[src/rtl/dsp_sequencer.sv]
// dsp_sequencer
//   Per-sample program sequencer for the mixer DSP core. A sample_tick starts
//   one pass over the instruction ROM. Each fetched 36-bit word is decoded into
//   registered read addresses and an opcode for the ALU. The write address and
//   strobe follow WB_LAT cycles later. A HALT word ends the program early, and
//   a tick that arrives while a frame is in progress sets a sticky overrun flag.
//
// Ports
//   clk, rst_n       clock, asynchronous active-low reset
//   sample_tick      one-cycle frame start strobe
//   addrI / dataI    instruction ROM address out / ROM word in (1-cycle latency)
//   addrA, addrB     registered read addresses
//   opcode           ALU opcode, aligned with addrA/addrB
//   issue_valid      addrA/addrB/opcode carry a live instruction
//   addrW, writeEn   delayed write address and strobe
//   busy             frame in progress
//   frame_done       one-cycle pulse when the frame has fully drained
//   overrun          sticky; set by a tick outside IDLE
//   overrun_clr      clears overrun (a simultaneous set wins)
module dsp_sequencer #(
    parameter int IAW      = 9,
    parameter int IWW      = 36,
    parameter int DAW      = 10,
    parameter int PROG_LEN = 512,
    parameter int WB_LAT   = 3
) (
    input  logic           clk,
    input  logic           rst_n,
    input  logic           sample_tick,
    output logic [IAW-1:0] addrI,
    input  logic [IWW-1:0] dataI,
    output logic [DAW-1:0] addrA,
    output logic [DAW-1:0] addrB,
    output logic [5:0]     opcode,
    output logic           issue_valid,
    output logic [DAW-1:0] addrW,
    output logic           writeEn,
    output logic           busy,
    output logic           frame_done,
    output logic           overrun,
    input  logic           overrun_clr
);

    localparam logic [IAW-1:0] LAST   = IAW'(PROG_LEN - 1);
    localparam logic [3:0]     WB_END = 4'(WB_LAT);
    localparam logic [5:0]     HALT   = 6'h3F;

    typedef enum logic [1:0] {IDLE, FETCH, RUN, DRAIN} state_t;

    state_t         state_q, state_d;
    logic [IAW-1:0] pc_q, pc_d;
    logic [IAW-1:0] fidx_q, fidx_d;   // ROM index of the word currently on dataI
    logic [3:0]     dcnt_q, dcnt_d;
    logic [DAW-1:0] a_q, a_d, b_q, b_d, w_q, w_d;
    logic [5:0]     op_q, op_d;
    logic           iv_q, iv_d;
    logic           done_q, done_d;
    logic           ovr_q, ovr_d;

    logic [WB_LAT-1:0]          pv_q;
    logic [WB_LAT-1:0]          pwf_q;
    logic [WB_LAT-1:0][DAW-1:0] pw_q;

    logic [5:0]     f_op;
    logic [DAW-1:0] f_a, f_b, f_w;

    assign f_op = dataI[35:30];
    assign f_a  = DAW'(dataI[29:20]);
    assign f_b  = DAW'(dataI[19:10]);
    assign f_w  = DAW'(dataI[9:0]);

    always_ff @(posedge clk or negedge rst_n) begin
        if (!rst_n) begin
            state_q <= IDLE;
            pc_q    <= '0;
            fidx_q  <= '0;
            dcnt_q  <= '0;
            a_q     <= '0;
            b_q     <= '0;
            w_q     <= '0;
            op_q    <= '0;
            iv_q    <= 1'b0;
            done_q  <= 1'b0;
            ovr_q   <= 1'b0;
        end else begin
            state_q <= state_d;
            pc_q    <= pc_d;
            fidx_q  <= fidx_d;
            dcnt_q  <= dcnt_d;
            a_q     <= a_d;
            b_q     <= b_d;
            w_q     <= w_d;
            op_q    <= op_d;
            iv_q    <= iv_d;
            done_q  <= done_d;
            ovr_q   <= ovr_d;
        end
    end

    always_comb begin
        state_d = state_q;
        pc_d    = pc_q;
        fidx_d  = fidx_q;
        dcnt_d  = dcnt_q;
        a_d     = '0;
        b_d     = '0;
        w_d     = '0;
        op_d    = '0;
        iv_d    = 1'b0;
        done_d  = 1'b0;

        ovr_d = ovr_q;
        if (overrun_clr)
            ovr_d = 1'b0;
        if (sample_tick && state_q != IDLE)
            ovr_d = 1'b1;

        unique case (state_q)
            IDLE: begin
                if (sample_tick) begin
                    state_d = FETCH;
                    pc_d    = '0;
                end
            end
            FETCH: begin
                state_d = RUN;
                fidx_d  = '0;
                if (pc_q < LAST)
                    pc_d = pc_q + 1'b1;
            end
            RUN: begin
                // The drain counter starts at 1 after HALT because the HALT
                // cycle itself already follows the last issue; after a full
                // program the DRAIN entry cycle is the last issue cycle.
                if (f_op == HALT) begin
                    state_d = DRAIN;
                    dcnt_d  = 4'd1;
                end else begin
                    a_d  = f_a;
                    b_d  = f_b;
                    w_d  = f_w;
                    op_d = f_op;
                    iv_d = 1'b1;
                    if (fidx_q == LAST) begin
                        state_d = DRAIN;
                        dcnt_d  = '0;
                    end else begin
                        fidx_d = fidx_q + 1'b1;
                        if (pc_q < LAST)
                            pc_d = pc_q + 1'b1;
                    end
                end
            end
            DRAIN: begin
                if (dcnt_q == WB_END) begin
                    state_d = IDLE;
                    done_d  = 1'b1;
                end else begin
                    dcnt_d = dcnt_q + 1'b1;
                end
            end
            default: state_d = IDLE;
        endcase
    end

    // Write pipeline fed from the issue registers; the tail lines up WB_LAT
    // cycles after the issue becomes visible.
    always_ff @(posedge clk or negedge rst_n) begin
        if (!rst_n) begin
            pv_q  <= '0;
            pwf_q <= '0;
            pw_q  <= '0;
        end else begin
            pv_q[0]  <= iv_q;
            pwf_q[0] <= op_q[5];
            pw_q[0]  <= w_q;
            for (int unsigned i = 1; i < WB_LAT; i++) begin
                pv_q[i]  <= pv_q[i-1];
                pwf_q[i] <= pwf_q[i-1];
                pw_q[i]  <= pw_q[i-1];
            end
        end
    end

    assign addrI       = pc_q;
    assign addrA       = a_q;
    assign addrB       = b_q;
    assign opcode      = op_q;
    assign issue_valid = iv_q;
    assign writeEn     = pv_q[WB_LAT-1] & pwf_q[WB_LAT-1];
    assign addrW       = pv_q[WB_LAT-1] ? pw_q[WB_LAT-1] : '0;
    assign busy        = (state_q != IDLE);
    assign frame_done  = done_q;
    assign overrun     = ovr_q;

endmodule

[config.mk]
export PLATFORM = sky130hd
export DESIGN_NAME = dsp_sequencer
export DESIGN_NICKNAME = d
export VERILOG_FILES = /design/src/rtl/dsp_sequencer.sv
export SDC_FILE = /design/constraint.sdc
export NUM_CORES = 1
export LEC_CHECK = 0
export ABC_AREA = 1
export CORE_AREA = 2 2 91 93
export CTS_CLUSTER_DIAMETER = 40
export DETAILED_ROUTE_END_ITERATION = 8
export DIE_AREA = 0 0 93 95
export PLACE_DENSITY = 0.82
export SLEW_MARGIN = 10
export SYNTH_ARGS = -nofsm -noshare
export SYNTH_HDL_FRONTEND = slang
export SYNTH_SLANG_ARGS = --single-unit
export TNS_END_PERCENT = 50
[constraint.sdc]
create_clock -name clk -period 2.8 [get_ports clk]
set_input_delay 0.42 -clock clk [delete_from_list [all_inputs] [get_ports clk]]
set_output_delay 0.42 -clock clk [all_outputs]
set_load 0.005 [all_outputs]
**After elaboration in Yosys (flattened, before gate mapping)**

Index checks and enable logic that the tools add are counted.

- Reductions and logical operators: 11
- Muxes and demuxes: 32
- Magnitude comparators: 1
- Add/sub/neg operators: 3
- Equal/unequal tests: 12
- Bitwise operators: 1

Operator list:

| operator | count |
|---|---|
| 10-bit 2-to-1 mux | 7 |
| 9-bit 2-to-1 mux | 6 |
| 9-bit one-hot mux with 3 select lines | 1 |
| 9-bit by 1-bit adder with 9-bit output (second input constant) | 2 |
| 9-bit one-hot mux with 2 select lines | 1 |
| 4-bit 2-to-1 mux | 3 |
| 6-bit 2-to-1 mux | 2 |
| 2-bit inequality test (second input constant) | 5 |
| 9-bit equality test (second input constant) | 1 |
| 9-bit less-than comparator (second input constant) | 1 |
| 3-bit AND reduction | 3 |
| 2-bit 2-to-1 mux | 4 |
| 2-bit one-hot mux with 4 select lines | 1 |
| 4-bit one-hot mux with 2 select lines | 1 |
| 2-bit nonzero test | 4 |
| 6-bit equality test (second input constant) | 1 |
| 1-bit 2-to-1 mux | 6 |
| 4-bit by 1-bit adder with 4-bit output (second input constant) | 1 |
| 2-bit equality test (second input constant) | 2 |
| 4-bit by 2-bit equality test with 1-bit output (second input constant) | 1 |
| 4-bit AND reduction | 1 |
| 3-bit inequality test (second input constant) | 1 |
| 3-bit nonzero test | 1 |
| 2-bit by 1-bit equality test with 1-bit output (second input constant) | 1 |
| other kinds (3) | 3 |

- Bits of input ports: 40
- Word-level logic and storage cells: 76
- Output and inout port bits: 50
- Flip-flop bits (word level): 99

**Logic depth before layout (Yosys ltp)**

Gate-level depths: netlist (run 1).

- Depth in word-level cells: 5
- Depth in mapped cells: 11
- Gate-level depth less buffers: 11

**Worst setup path after synthesis (run 1)**

No wires, ideal clock.

- Path kind: register -> register
- Start: register fidx_q[0]
- End: register fidx_q[3]
- Stages on the path, launching flop included: 12
- Period minus slack after synthesis: 1.677 ns
- Setup slack: 1.123 ns
- Data arrival time: 1.550 ns
- Required time: 2.673 ns
- Library setup time: 0.127 ns
- Buffers on the path: 1
- Cell sequence: dfrtp_1 -> ha_1 -> nand3_1 -> inv_1 -> nand3_1 -> nor2_1 -> ha_1 -> a21oi_1 -> nand2_2 -> buf_6 -> nand2_1 -> o21ai_0

- Word-level cells in the longest chain between the ends: 4
- Elaborated cells between the ends (all ways): 7
- Those cells by class: add/sub (1); eq/ne (2); mux (3); reduce/logical (1)

RTL lines:

| element | line | source |
|---|---|---|
| start: declaration | 52 | `logic [IAW-1:0] fidx_q, fidx_d;` |
| start signal: assignment | 88 | `fidx_q <= fidx_d;` |
| 9-bit by 1-bit adder with 9-bit output | 148 | `fidx_d = fidx_q + 1'b1;` |
| 9-bit 2-to-1 mux | 144 | `if (fidx_q == LAST) begin` |
| 9-bit 2-to-1 mux | 135 | `if (f_op == HALT) begin` |
| 9-bit one-hot mux with 2 select lines | 118 | `unique case (state_q)` |

Parallel ways exist; a longest one is shown, timed or not. The select of a mux whose other input is x is not followed.
A chain may end at the register's enable or synchronous reset.

**Worst setup path in the final report (run 1)**

- Start: register state_q[0]
- End: output busy

- Word-level cells in the longest chain between the ends: 1

RTL lines:

| element | line | source |
|---|---|---|
| start: declaration | 50 | `state_t state_q, state_d;` |
| start signal: assignment | 86 | `state_q <= state_d;` |
| 2-bit nonzero test | 192 | `assign busy = (state_q != IDLE);` |
| end: declaration | 38 | `output logic busy,` |

No other way between the ends.

==> results.toml, run 1 <==
[grt]
grt_max_degree = 54
overflow = 0
grt_util_all_layers_pct = 18.6
antenna_found_initial = 0
grt_pass1_wl_um = 12500
grt_pass1_vias = 2755

[placed_design]
placedInstanceArea_um2 = 4830
routabilityCongestion = 0.835
dp_hpwl_um = 5310
portBuffers = 89

[power]
seqPwrFrac_pct = 48.6
p_comb_share_pct = 28.1
total_power_mw = 3.95
p_int_mw = 2.62
cellPowerDensity_nw_per_um2 = 784
vdd_drop_max_mv = 0.444
switching_share_pct = 33.8
clock_power_share_pct = 23.2
p_leak_nw = 2.64
switchingPower_mw = 1.34

[run]
drv_cap = 0

[critical_path]
slowest_delay_ns = 0.51
path_cells = "inv_1 > ha_1 > inv_1 > clkdlybuf4s50_1"
end_kind = "output port"
critical_path_class = "flop to output port"
ff2ff_setup_slack_ns = 0.90
cp_num_buf_inv = 3
crit_path_top_delay_cell = "clkdlybuf4s50_1"
critPathTopFamily = "buffers and inverters"
reg2reg_depth = 10
critPathRequiredTime_ns = 2.38
crit_fanout = 3
critPathLaunchType = "flop"
r2r-end = "fidx_q[6]"
cp.depth = 4
arrival_ns = 1.66
worstReg2RegStart = "fidx_q[1]"
worst_path_most_repeated_cell = "inv_1"

[route]
firstDrtPassIters = 4
drc_errors = 0
wl_per_cell_um = 12.3
drtAntennaViolNets = 0
vias = 2778
viasPerCell = 4.60
wl_um = 7420
drt_iter0_drc = 108

[synthesis]
synth_nets = 447
netlist_area_um2 = 3840
synth.distinct_cells = 22
syn_area_per_cell_um2 = 9.60
yosysWarnings = 0
synth_cells = 400
ys_ff_latch = 99
ys_seq_area_share_pct = 64.5

[sta]
timing.fmax_mhz = 481
holdWs_ns = 0.0393
finalCritPeriodShare_pct = 74.3
min_period_ns = 2.08
fin_skew_ns = 0.0145
setup_viol = 0
hold_viol_final = 0
finalSetupTns_ns = 0
finalMaxSlewViolations = 0
relSlewSlack_pct = 56.8
worstMarginPinSlew_ns = 0.646
rsz0062_at_grt = "no"

[die]
std_cell_rows = 33
fp.dieH_um = 95
initial_core_util_pct = 48.4
die_x_um = 93
io_pins = 90
core_um2 = 7930
die_area_um2 = 8840

[clock_tree]
cts_tree = "done"
post_cts_buffers = 0
cts_resized = 0
cts_hold_buf = 0
cts_inserted_buffers = 9
clk_latency_ns = 0.37
path_clk_slew_ns = 0.11
root_buffer = "clkbuf_8"
cts-htree-levels = 3
cts_sinks = 99
cts_buffer_depth = 2

[finish]
num-nets-final = 541
n_antenna_cell = 0
area_delta_synth_final_pct = 31.4
finalInstanceArea_um2 = 5040
drive_gt1_share_pct = 6.21
n_fill_cell = 645

[status]
status = "complete, no violations"

[hold_path]
hold_class = "input port to async pin"
==> Yosys cell counts <==
cell type | instances | share of area [%]
nand3b_1 | 1 | 0.20
nor2_4 | 2 | 0.59
nand2_2 | 3 | 0.49
or2_2 | 3 | 0.49
xnor2_1 | 3 | 0.68
o21ai_0 | 13 | 1.7
ha_1 | 7 | 2.3
nor2_2 | 3 | 0.49
buf_4 | 4 | 0.78
xor2_1 | 2 | 0.46
nor2_1 | 54 | 5.3
o21bai_1 | 1 | 0.20
nand4_1 | 4 | 0.65
nand2_1 | 95 | 9.3
inv_1 | 72 | 7.0
nand3_1 | 24 | 3.1
clkbuf_1 | 2 | 0.20
nand4_2 | 1 | 0.33
buf_6 | 1 | 0.29
a21oi_1 | 5 | 0.65
dfrtp_1 | 99 | 65
nand3_2 | 1 | 0.26
==> area by class of cell <==
type,count,area [um2],share of cell area [%]
clock buffer,9,124,2.46
clock inverter,7,88.8,1.76
inverter,72,270,5.36
multi-input combinational,222,1040,20.7
sequential,99,2480,49.1
tap,105,131,2.61
timing repair buffer,90,908,18.0
==> kinds of logic (layout without fill, tap and decap cells) <==
group	after synthesis	after routing	synth area share, %
fa+ha+maj	7	7	2.28
compound gates	19	19	2.54
simple gates	191	191	21.2
buf+inv	79	178	8.31
flops	99	99	64.5
xor+xnor	5	5	1.14
==> sequential cells by signal (all words and copies together), names as in the netlist <==
name         flops
addrA           10
pwf_q            3
opcode           6
dcnt_q           4
state_q          2
pw_q            30
addrB           10
pv_q             3
fidx_q           9
overrun          1
frame_done       1
issue_valid      1
addrI            9
w_q             10
==> worst register-to-register path, cell delays in order, from the launching register on <==
cell,delay [ns]
dfrtp_1,0.42
ha_1,0.22
nand3_1,0.11
inv_1,0.07
nand3_1,0.09
nor2_1,0.06
ha_1,0.20
a21oi_1,0.18
nand2_2,0.20
nand2_1,0.13
o21ai_0,0.10
==> power groups by stage <==
stage          sequential [mW]  combinational [mW]  clock, mW
3_3_place_gp              1.93                1.09          0
4_1_cts                   1.93                1.13      0.947
3_5_place_dp              1.96                1.12          0
5_1_grt                   1.97                1.24      0.998
6_report                  1.92                1.11      0.918
2_1_floorplan             1.92               0.644          0
==> cell usage in the layout, fill, tap and decap left out <==
cell	count
ha_1	7
nor2_4	2
nand4_1	4
o21bai_1	1
xor2_1	2
inv_8	2
nor2_2	3
clkinv_4	1
xnor2_1	3
inv_1	72
nor2_1	54
nand2_1	95
nand3_1	24
a21oi_1	5
inv_6	1
nand3_2	1
dfrtp_1	99
clkdlybuf4s50_1	88
clkbuf_8	9
nand2_2	3
buf_4	1
clkinv_8	3
buf_12	1
nand3b_1	1
nand4_2	1
or2_2	3
o21ai_0	13
==> metrics by stage <==
step | worst slack, ns | std cells | util [%]
3_3_place_gp | 0.805 | 588 | 60.9
5_1_grt | 0.656 | 604 | 63.6
3_5_place_dp | 0.702 | 588 | 60.9
2_1_floorplan | 1.12 | 400 | -
4_1_cts | 0.701 | 604 | 63.6
6_report | 0.720 | 604 | 63.6
==> metal layers <==
metal / wire, um / vias to the layer above / share of wire, % / global-route usage (%)
met4: 189 / 0 / 2.5 / 8.82
met2: 3850 / 68 / 52 / 32.4
met3: 292 / 15 / 3.9 / 3.35
li1: - / 1383 / - / -
met1: 3090 / 1312 / 42 / 22.5
met5: 0 / - / 0 / 0
==> how the worst max path moves through the flow <==
stage | slack [ns] | from | to
3_5_place_dp | 0.70 | dataI[30] | w_q[1]
2_1_floorplan | 1.12 | fidx_q[0] | fidx_q[3]
5_1_grt | 0.66 | state_q[0] | busy
4_1_cts | 0.70 | state_q[0] | busy
3_3_place_gp | 0.81 | dataI[31] | addrB[4]
6_report | 0.72 | state_q[0] | busy
Power figures use the tool's default switching activity.
==> inputs of run 2 (changes only) <==
--- a/config.mk
+++ b/config.mk
@@ -6,11 +6,11 @@
 export NUM_CORES = 1
 export LEC_CHECK = 0
 export ABC_AREA = 1
-export CORE_AREA = 2 2 91 93
+export CORE_AREA = 2 2 96 98
 export CTS_CLUSTER_DIAMETER = 40
 export DETAILED_ROUTE_END_ITERATION = 8
-export DIE_AREA = 0 0 93 95
-export PLACE_DENSITY = 0.82
+export DIE_AREA = 0 0 98 100
+export PLACE_DENSITY = 0.78
 export SLEW_MARGIN = 10
 export SYNTH_ARGS = -nofsm -noshare
 export SYNTH_HDL_FRONTEND = slang
==> constraint.sdc (replaced) <==
create_clock -name clk -period 1.7 [get_ports clk]
set_input_delay 0.255 -clock clk [delete_from_list [all_inputs] [get_ports clk]]
set_output_delay 0.255 -clock clk [all_outputs]
set_load 0.005 [all_outputs]
==> run 2 against run 1 <==
Clock-buffer cell count is the same. Combinational power grew 130%. Design area grew 7.2%. Global-route usage shrank 0.51 points. Hold slack gained 0.29 ns. Utilization shrank 2.8 points.
==> results.toml, run 2 (same netlist as run 1, synthesis figures left out) <==
[sta]
min_period_ns = 1.68
worstMarginPinSlew_ns = 0.389
fin_skew_ns = 0.0140
finalMaxSlewViolations = 0
setup_viol = 0
rsz0062_at_grt = "yes"
finalCritPeriodShare_pct = 99.0
timing.fmax_mhz = 594
relSlewSlack_pct = 74.0
hold_viol_final = 0

[finish]
area_delta_synth_final_pct = 40.9
num-nets-final = 561
fin_util_pct = 60.8
layout_commonest_cell = "dfrtp_1"
finalInstanceArea_um2 = 5410
largest_register_ffs = 30
drive_gt1_share_pct = 15.0
mostFrequentLayoutCells = "97 x dfrtp_1, 85 x nand2_1, 76 x clkdlybuf4s50_1"
n_antenna_cell = 0
max_flop_register = "pw_q"

[power]
p_comb_share_pct = 35.2
p_int_mw = 4.68
switching_share_pct = 35.3
vdd_drop_max_mv = 0.655
total_power_mw = 7.23
p_leak_nw = 2.88
clock_power_share_pct = 21.4
seqPwrFrac_pct = 43.4
cellPowerDensity_nw_per_um2 = 1340
switchingPower_mw = 2.55

[critical_path]
critical_path_class = "flop to flop"
reg2reg_depth = 11
end_kind = "flop"
critPathRequiredTime_ns = 1.97
crit_start = "fidx_q[1]"
crit_end = "state_q[1]"
arrival_ns = 1.95
crit_fanout = 4
worstReg2RegStart = "fidx_q[1]"
ff2ff_setup_slack_ns = 0.02
critPathLaunchType = "flop"
r2r-end = "state_q[1]"

[run]
drv_cap = 0

[die]
std_cell_rows = 35
die_x_um = 98
core_um2 = 8890
io_pins = 90
die_area_um2 = 9800
fp.dieH_um = 100
initial_core_util_pct = 43.2

[route]
drtAntennaViolNets = 0
drt_iter0_drc = 94
viasPerCell = 4.64
drc_errors = 0
wl_per_cell_um = 13.3
wl_um = 8400
firstDrtPassIters = 4
vias = 2924

[grt]
grt_util_all_layers_pct = 18.1
grt_pass1_vias = 2969
grt_pass1_wl_um = 13900
grt_max_degree = 39
antenna_found_initial = 0
overflow = 0

[clock_tree]
root_buffer = "clkbuf_8"
path_clk_slew_ns = 0.11
cts_buffer_depth = 2
cts_inserted_buffers = 9
cts_tree = "done"
clk_latency_ns = 0.37
cts-htree-levels = 3
cts_sinks = 99

[placed_design]
placedInstanceArea_um2 = 4930
routabilityCongestion = 0.790
dp_hpwl_um = 5810
portBuffers = 89

[status]
status = "complete, no violations"

[hold_path]
hold_class = "input port to async pin"
[run 2: changes by cell type in the layout (fill, tap and decap cells not counted), sizes merged]
cell / change
dlygate4sd2: +8
nand2: +1
dlymetal6s2s: +4
dlygate4sd3: +1
inv: -1
clkinv: +1
buf: +18
clkdlybuf4s50: -12
[run 2: worst min path at each step]
| stage | end | slack, ns |
|---|---|---|
| final | pwf_q[2] | 0.33 |
| after global routing | pw_q[15] | 0.36 |
| after CTS | pw_q[20] | 0.34 |
| after detailed placement | pwf_q[2] | 0.21 |
| after global placement | opcode[4] | 0.21 |
| after floorplan | addrA[0] | -0.04 |
[run 2: cell type report]
| class | count | area, um2 |
|---|---|---|
| clock buffers | 9 | 124 |
| inverters | 72 | 273 |
| flip-flops and latches | 99 | 2480 |
| well taps | 111 | 139 |
| clock inverters | 7 | 93.8 |
| repair buffers | 109 | 1090 |
| fillers | 728 | 3480 |
| multi-input cells | 223 | 1210 |
[run 2: metrics by stage]
stage	cells	setup WS [ns]	hold WS, ns	TNS, ns
5_1_grt	630	-0.107	0.362	-1.22
4_1_cts	626	-0.0406	0.336	-0.220
3_5_place_dp	603	-0.128	0.209	-1.15
2_1_floorplan	400	0.0226	-0.0406	0
6_report	630	0.0169	0.333	0
3_3_place_gp	603	-0.00279	0.212	-0.00295
[run 2: power by group through the flow]
| stage | Clock (mW) | Combinational [mW] | Sequential (mW) |
|---|---|---|---|
| 6_report | 1.55 | 2.54 | 3.14 |
| 5_1_grt | 1.69 | 2.78 | 3.21 |
| 4_1_cts | 1.59 | 2.25 | 3.14 |
| 3_5_place_dp | 0 | 2.05 | 3.22 |
| 3_3_place_gp | 0 | 1.97 | 3.18 |
| 2_1_floorplan | 0 | 1.06 | 3.16 |
[run 2: timing repair]
| action | 4_1_cts | 5_1_grt |
|---|---|---|
| gates resized for setup | 22 | 42 |
| setup endpoints to repair | 35 | 29 |
| hold endpoints to repair | 27 | 0 |
| pin swaps | 4 | 10 |
| buffers inserted | 5 | 4 |
| hold buffers | 1 | 0 |
| gates cloned | 1 | 0 |
[run 2: critical path: stages (launching register included)]
cell and delay (ns):
dfrtp_1 0.38, ha_2 0.21, nand3_2 0.09, inv_2 0.09, nand3_4 0.08, nor2_4 0.14, ha_4 0.20, inv_4 0.05
nand3_4 0.13, nand2_4 0.09, nand2_2 0.07, o21ai_1 0.06
[run 2: layer usage]
layer / vias up / GRT usage, % / share of wire [%]
li1: 1423 / - / -
met1: 1403 / 20.9 / 40
met2: 80 / 32.4 / 54
met3: 18 / 4.46 / 4.3
met4: 0 / 7.16 / 2.3
met5: - / 0 / 0
==> patch 1, RTL diff (config.mk and constraints of run 2) <==
Set the parameter `IAW` to 18 (it was 9).
--- a/src/rtl/dsp_sequencer.sv
+++ b/src/rtl/dsp_sequencer.sv
@@ -18,7 +18,7 @@
 //   overrun          sticky; set by a tick outside IDLE
 //   overrun_clr      clears overrun (a simultaneous set wins)
 module dsp_sequencer #(
-    parameter int IAW      = 9,
+    parameter int IAW      = 18,
     parameter int IWW      = 36,
     parameter int DAW      = 10,
     parameter int PROG_LEN = 512,
Interface: changed (resized addrI); port bits go from 90 to 99. No check against the original RTL was run, so the function may have changed too.
==> patch 1 against run 2 <==
  * The run now ends with setup timing left
  * Sequential cell count is 18 higher
  * Clock skew is essentially flat
  * Power up 42%
  * First-iteration DRC count grew 88%
  * Final cell count up 27%
  * Critical path type is now reg2out
  * Routed wire length grew 47%
  * Global-route usage grew 7.8 points
  * Area after synthesis grew 26%
  * Highest routed layer unchanged
  * Design area rose by 27%
  * Worst setup slack got worse by 0.025 ns
==> patch 1: results (changes against run 2) <==
Synth Area in Adders - 1.550% (was 2.282%)
Clock H-tree levels - 4 (was 3)
CP delay by family, top - flip-flops (was simple AND/OR/NAND/NOR gates)
Post-Syn Nets - 584 (was 447)
Failing checks - setup timing
Worst Hold Class - in2reg (was in2async)
Met2 WL - 6647 um (was 4514 um)
Fraction of area in multi-input gates - 25.18% (was 22.42%)
NetSw - 0.003250 W (was 0.002552 W)
First-pass GRT wire length - 19850 um (was 13910 um)
Reg clk slew, reported paths - 0.06 ns (was 0.11 ns)
Post-Synth XOR/XNOR Area - 3.435% (was 1.141%)
Power Total - 0.01028 W (was 0.007230 W)
Setup-failing EPs final - 1 (was 0)
Vias in the first global route - 4135 (was 2969)
Placed cell count - 755 (was 603)
Iteration-0 DRC count of the detailed router - 177 (was 94)
Vias/cell - 5.044 (was 4.641)
Sink Count - 117 (was 99)
GRT Overall Usage - 25.88% (was 18.06%)
Layout fillers - 559 (was 728)
TNS Setup - -0.008045 ns (was 0 ns)
DR WL met3 - 662 um (was 359 um)
Cts repair resizes - 31 (was 22)
Worst-path fanout max - 2 (was 4)
Largest net degree at the start of global routing - 82 (was 39)
Pre-CTS WS - -0.06556 ns (was -0.1279 ns)
Port bufs - 98 (was 89)
Clock share of power - 35.1% (was 21.4%)
Met1 WL - 4583 um (was 3329 um)
Final clock-cell share - 8.800% (was 4.026%)
Register Area - 0.002933 sq mm (was 0.002480 sq mm)
Arrival @ worst endpoint - 1.45 ns (was 1.95 ns)
Nets - 719 (was 561)
DP HPWL - 7420 um (was 5808 um)
Worst-skew pair later-pin latency - 0.51 ns (was 0.37 ns)
Met2 Use GR - 45.89% (was 32.40%)
Status - finished with violations (was finished clean)
Post-synthesis sequential area ratio - 60.43% (was 64.54%)
Synth top area cells - dfrtp_1 (60%), nand2_1 (12%), nor2_1 (7.6%), inv_1 (3.6%), nand3_1 (3.5%) (was dfrtp_1 (65%), nand2_1 (9.3%), inv_1 (7.0%), nor2_1 (5.3%), nand3_1 (3.1%))
Worst setup margin - -0.008045 ns (was 0.01687 ns)
Final std cells w/o fill - 797 (was 630)
Drt wl/cell - 15.45 um (was 13.33 um)
CTS buffer count - 17 (was 9)
Slowest stage delay, CP - 0.40 ns (was 0.38 ns)
VDD IR max - 0.8377 mV (was 0.6552 mV)
Share of layout cells above drive strength 1 - 15.60% (was 15.03%)
Total sequential power - 0.00359 W (was 0.00314 W)
patch 1: cell types whose count changed after synthesis, moves of 4 or more:
cell      delta
buf_4        -4
clkbuf_1     +8
dfrtp_1     +18
inv_1       -26
nand2_1     +64
nand2_2      +4
nand3_1     +10
nor2_1      +44
xor2_1      +14
patch 1: worst paths after layout:
path / startpoint / endpoint / slack (ns) / cells past startpoint
max reg2reg: state_q[1]$_DFFE_PN0P_ / addrI[7]$_DFFE_PN0P_ / 0.01 / 10
min: dataI[20] / addrA[0]$_DFF_PN0_ / 0.28 / 3
min in group asynchronous: rst_n / pw_q[8]$_DFF_PN0_ / 0.32 / 3
max in group asynchronous: rst_n / fidx_q[16]$_DFFE_PN0P_ / 1.00 / 3
max: state_q[1]$_DFFE_PN0P_ / busy / -0.008 / 4
min reg2reg: w_q[7]$_DFF_PN0_ / pw_q[7]$_DFF_PN0_ / 0.33 / 0
==> patch 2, RTL diff (flow settings as in run 2) <==
Made on the original files. Encoding of `state_t`: now Gray code (2 bits for 4 states).
--- a/src/rtl/dsp_sequencer.sv
+++ b/src/rtl/dsp_sequencer.sv
@@ -45,7 +45,7 @@
     localparam logic [3:0]     WB_END = 4'(WB_LAT);
     localparam logic [5:0]     HALT   = 6'h3F;
 
-    typedef enum logic [1:0] {IDLE, FETCH, RUN, DRAIN} state_t;
+    typedef enum logic [1:0] {IDLE = 2'b00, FETCH = 2'b01, RUN = 2'b11, DRAIN = 2'b10} state_t;
 
     state_t         state_q, state_d;
     logic [IAW-1:0] pc_q, pc_d;
Function: no difference found for any inputs over 10 cycles, from zero or initial values and one cycle with rst_n low; not proved beyond that.
==> patch 2 against run 2 <==
  * Die area stayed put
  * Worst setup slack worse by 0.014 ns
  * Power grew 2.5%
  * Routed wire length shrank 5.7%
  * Sequential cell count stayed put
  * Non-clock buffer count up 11
  * Area after synthesis down 2.2%
  * Sequential share of layout area rose by 0.67 points
  * Design area shrank 1.3%
  * First-iteration DRC count is 40% higher
==> patch 2: results (changes against run 2) <==
Status - finished clean (unchanged)
Worst-path fanout max - 5 (was 4)
Synth top area cells - dfrtp_1 (66%), nand2_1 (13%), nor2_1 (5.6%), nand3_1 (3.5%), inv_1 (3.2%) (was dfrtp_1 (65%), nand2_1 (9.3%), inv_1 (7.0%), nor2_1 (5.3%), nand3_1 (3.1%))
Max Clock Skew - 0.008450 ns (was 0.01396 ns)
Setup Fix Bufs, Post-CTS - 1 (was 5)
Critical path's slowest cell - dfrtp_1 (unchanged)
Synth top cells by count - nand2_1 (127), dfrtp_1 (99), nor2_1 (56) (was dfrtp_1 (99), nand2_1 (95), inv_1 (72))
Drt wl/cell - 12.63 um (was 13.33 um)
Fin Hold WS - 0.3408 ns (was 0.3333 ns)
Worst-skew pair later-pin latency - 0.36 ns
Nets - 555 (was 561)
Clk. pwr - 0.00159 W (was 0.00155 W)
Iteration-0 DRC count of the detailed router - 132 (was 94)
Largest net degree at the start of global routing - 40 (was 39)
GRT Overall Usage - 17.14% (was 18.06%)
Share of layout cells above drive strength 1 - 16.09% (was 15.03%)
Initial DRT Pass Iterations - 4 (unchanged)
Placed cell areas - 0.004908 sq mm (was 0.004930 sq mm)
Via count - 2929 (was 2924)
Hold buffers post-CTS - 1 (unchanged)
VDD IR max - 0.6757 mV (was 0.6552 mV)
Reg-to-reg endpoint - fidx_q[5]$_DFFE_PN0P_ (was state_q[1]$_DFFE_PN0P_)
Initial antenna violation count - 0 (unchanged)
R2R setup slack - 0.003 ns
Least-Margin Pin Slew - 0.5715 ns (was 0.3895 ns)
Arrival @ worst endpoint - 1.99 ns (was 1.95 ns)
First-pass GRT wire length - 13380 um (was 13910 um)
Post-synthesis sequential area ratio - 66.00% (was 64.54%)
Number of flip-flops in the largest register - 30 (unchanged)
Cts repair resizes - 27 (was 22)
Root buf cell - clkbuf_8 (unchanged)
Leak Pwr - 2.726 nW (was 2.883 nW)
Worst r2r src - fidx_q[0]$_DFFE_PN0P_ (was fidx_q[1]$_DFFE_PN0P_)
P_comb - 0.00250 W (was 0.00254 W)
Worst Hold Class - in2async (unchanged)
Slowest stage delay, CP - 0.42 ns (was 0.38 ns)
Gpl congestion - 0.7680 (was 0.7901)
Antenna Cells - 0 (unchanged)
DP HPWL - 5503 um (was 5808 um)
Worst R2R Path Depth - 13 (was 11)
Post-route antenna net violation count - 0 (unchanged)
Synth cell types - 22 (unchanged)
CTS buffer count - 9 (unchanged)
Top reg by flops - pw_q (unchanged)
Total sequential power - 0.00332 W (was 0.00314 W)
Post-Syn Nets - 433 (was 447)
Clock H-tree levels - 3 (unchanged)
CP delay by family, top - simple AND/OR/NAND/NOR gates (unchanged)
Port bufs - 89 (unchanged)
Reg clk slew, reported paths - 0.10 ns
Vias in the first global route - 3032 (was 2969)
Post-Synthesis Cells - 389 (was 400)
Ys async rst share - 100.0% (unchanged)
Pre-CTS WS - -0.1952 ns (was -0.1279 ns)
Max Root-Sink Buffers - 2 (unchanged)
Cell Int Power - 0.005002 W (was 0.004678 W)
Placed cell count - 599 (was 603)
Final std cells w/o fill - 627 (was 630)
## patch 2: changes by cell type after synthesis, sizes merged, moves of 2 or more
cell | before | now
buf | 5 | 8
ha | 7 | 4
inv | 72 | 34
nand2 | 98 | 129
nand4 | 5 | 0
nor2 | 59 | 57
xor2 | 2 | 5
## patch 2: cells by family after synthesis
| group | count (synthesis) | share of synthesized area, % |
|---|---|---|
| xor gates and xnor gates | 8 | 1.867 |
| DFF | 99 | 66.00 |
| and+or+nand+nor | 216 | 23.63 |
| adders and majority gates | 4 | 1.333 |
| AOI/OAI and AO/OA | 17 | 2.300 |
| buffers and inverters | 45 | 4.867 |
## patch 2: cell type report
type                    instances  area, sq um
flip-flops and latches         99         2482
repair buffers                120         1146
clock buffers                   9        123.9
well taps                     111        138.9
clock inverters                 7        92.59
multi-input cells             247         1224
inverters                      34        127.6
fillers                       735         3555
## patch 2: layer usage
metal  up-vias  GRT usage [%]  share of wire, %
met5         -              0                 0
met4         0          7.906               3.0
met3        26          4.666               4.5
met2        72          29.56                51
met1      1394          20.08                42
li1       1437              -                 -
## patch 2: worst max-delay path by stage
stage	cells past startpoint	start	to	slack, ns
6_report	13	fidx_q[0]$_DFFE_PN0P_	fidx_q[5]$_DFFE_PN0P_	0.003
5_1_grt	13	fidx_q[0]$_DFFE_PN0P_	fidx_q[7]$_DFFE_PN0P_	-0.09
4_1_cts	3	pv_q[2]$_DFF_PN0_	addrW[4]	-0.02
3_5_place_dp	13	fidx_q[0]$_DFFE_PN0P_	fidx_q[5]$_DFFE_PN0P_	-0.20
3_3_place_gp	10	dataI[31]	fidx_q[3]$_DFFE_PN0P_	-0.07
2_1_floorplan	13	fidx_q[0]$_DFFE_PN0P_	fidx_q[6]$_DFFE_PN0P_	0.0008
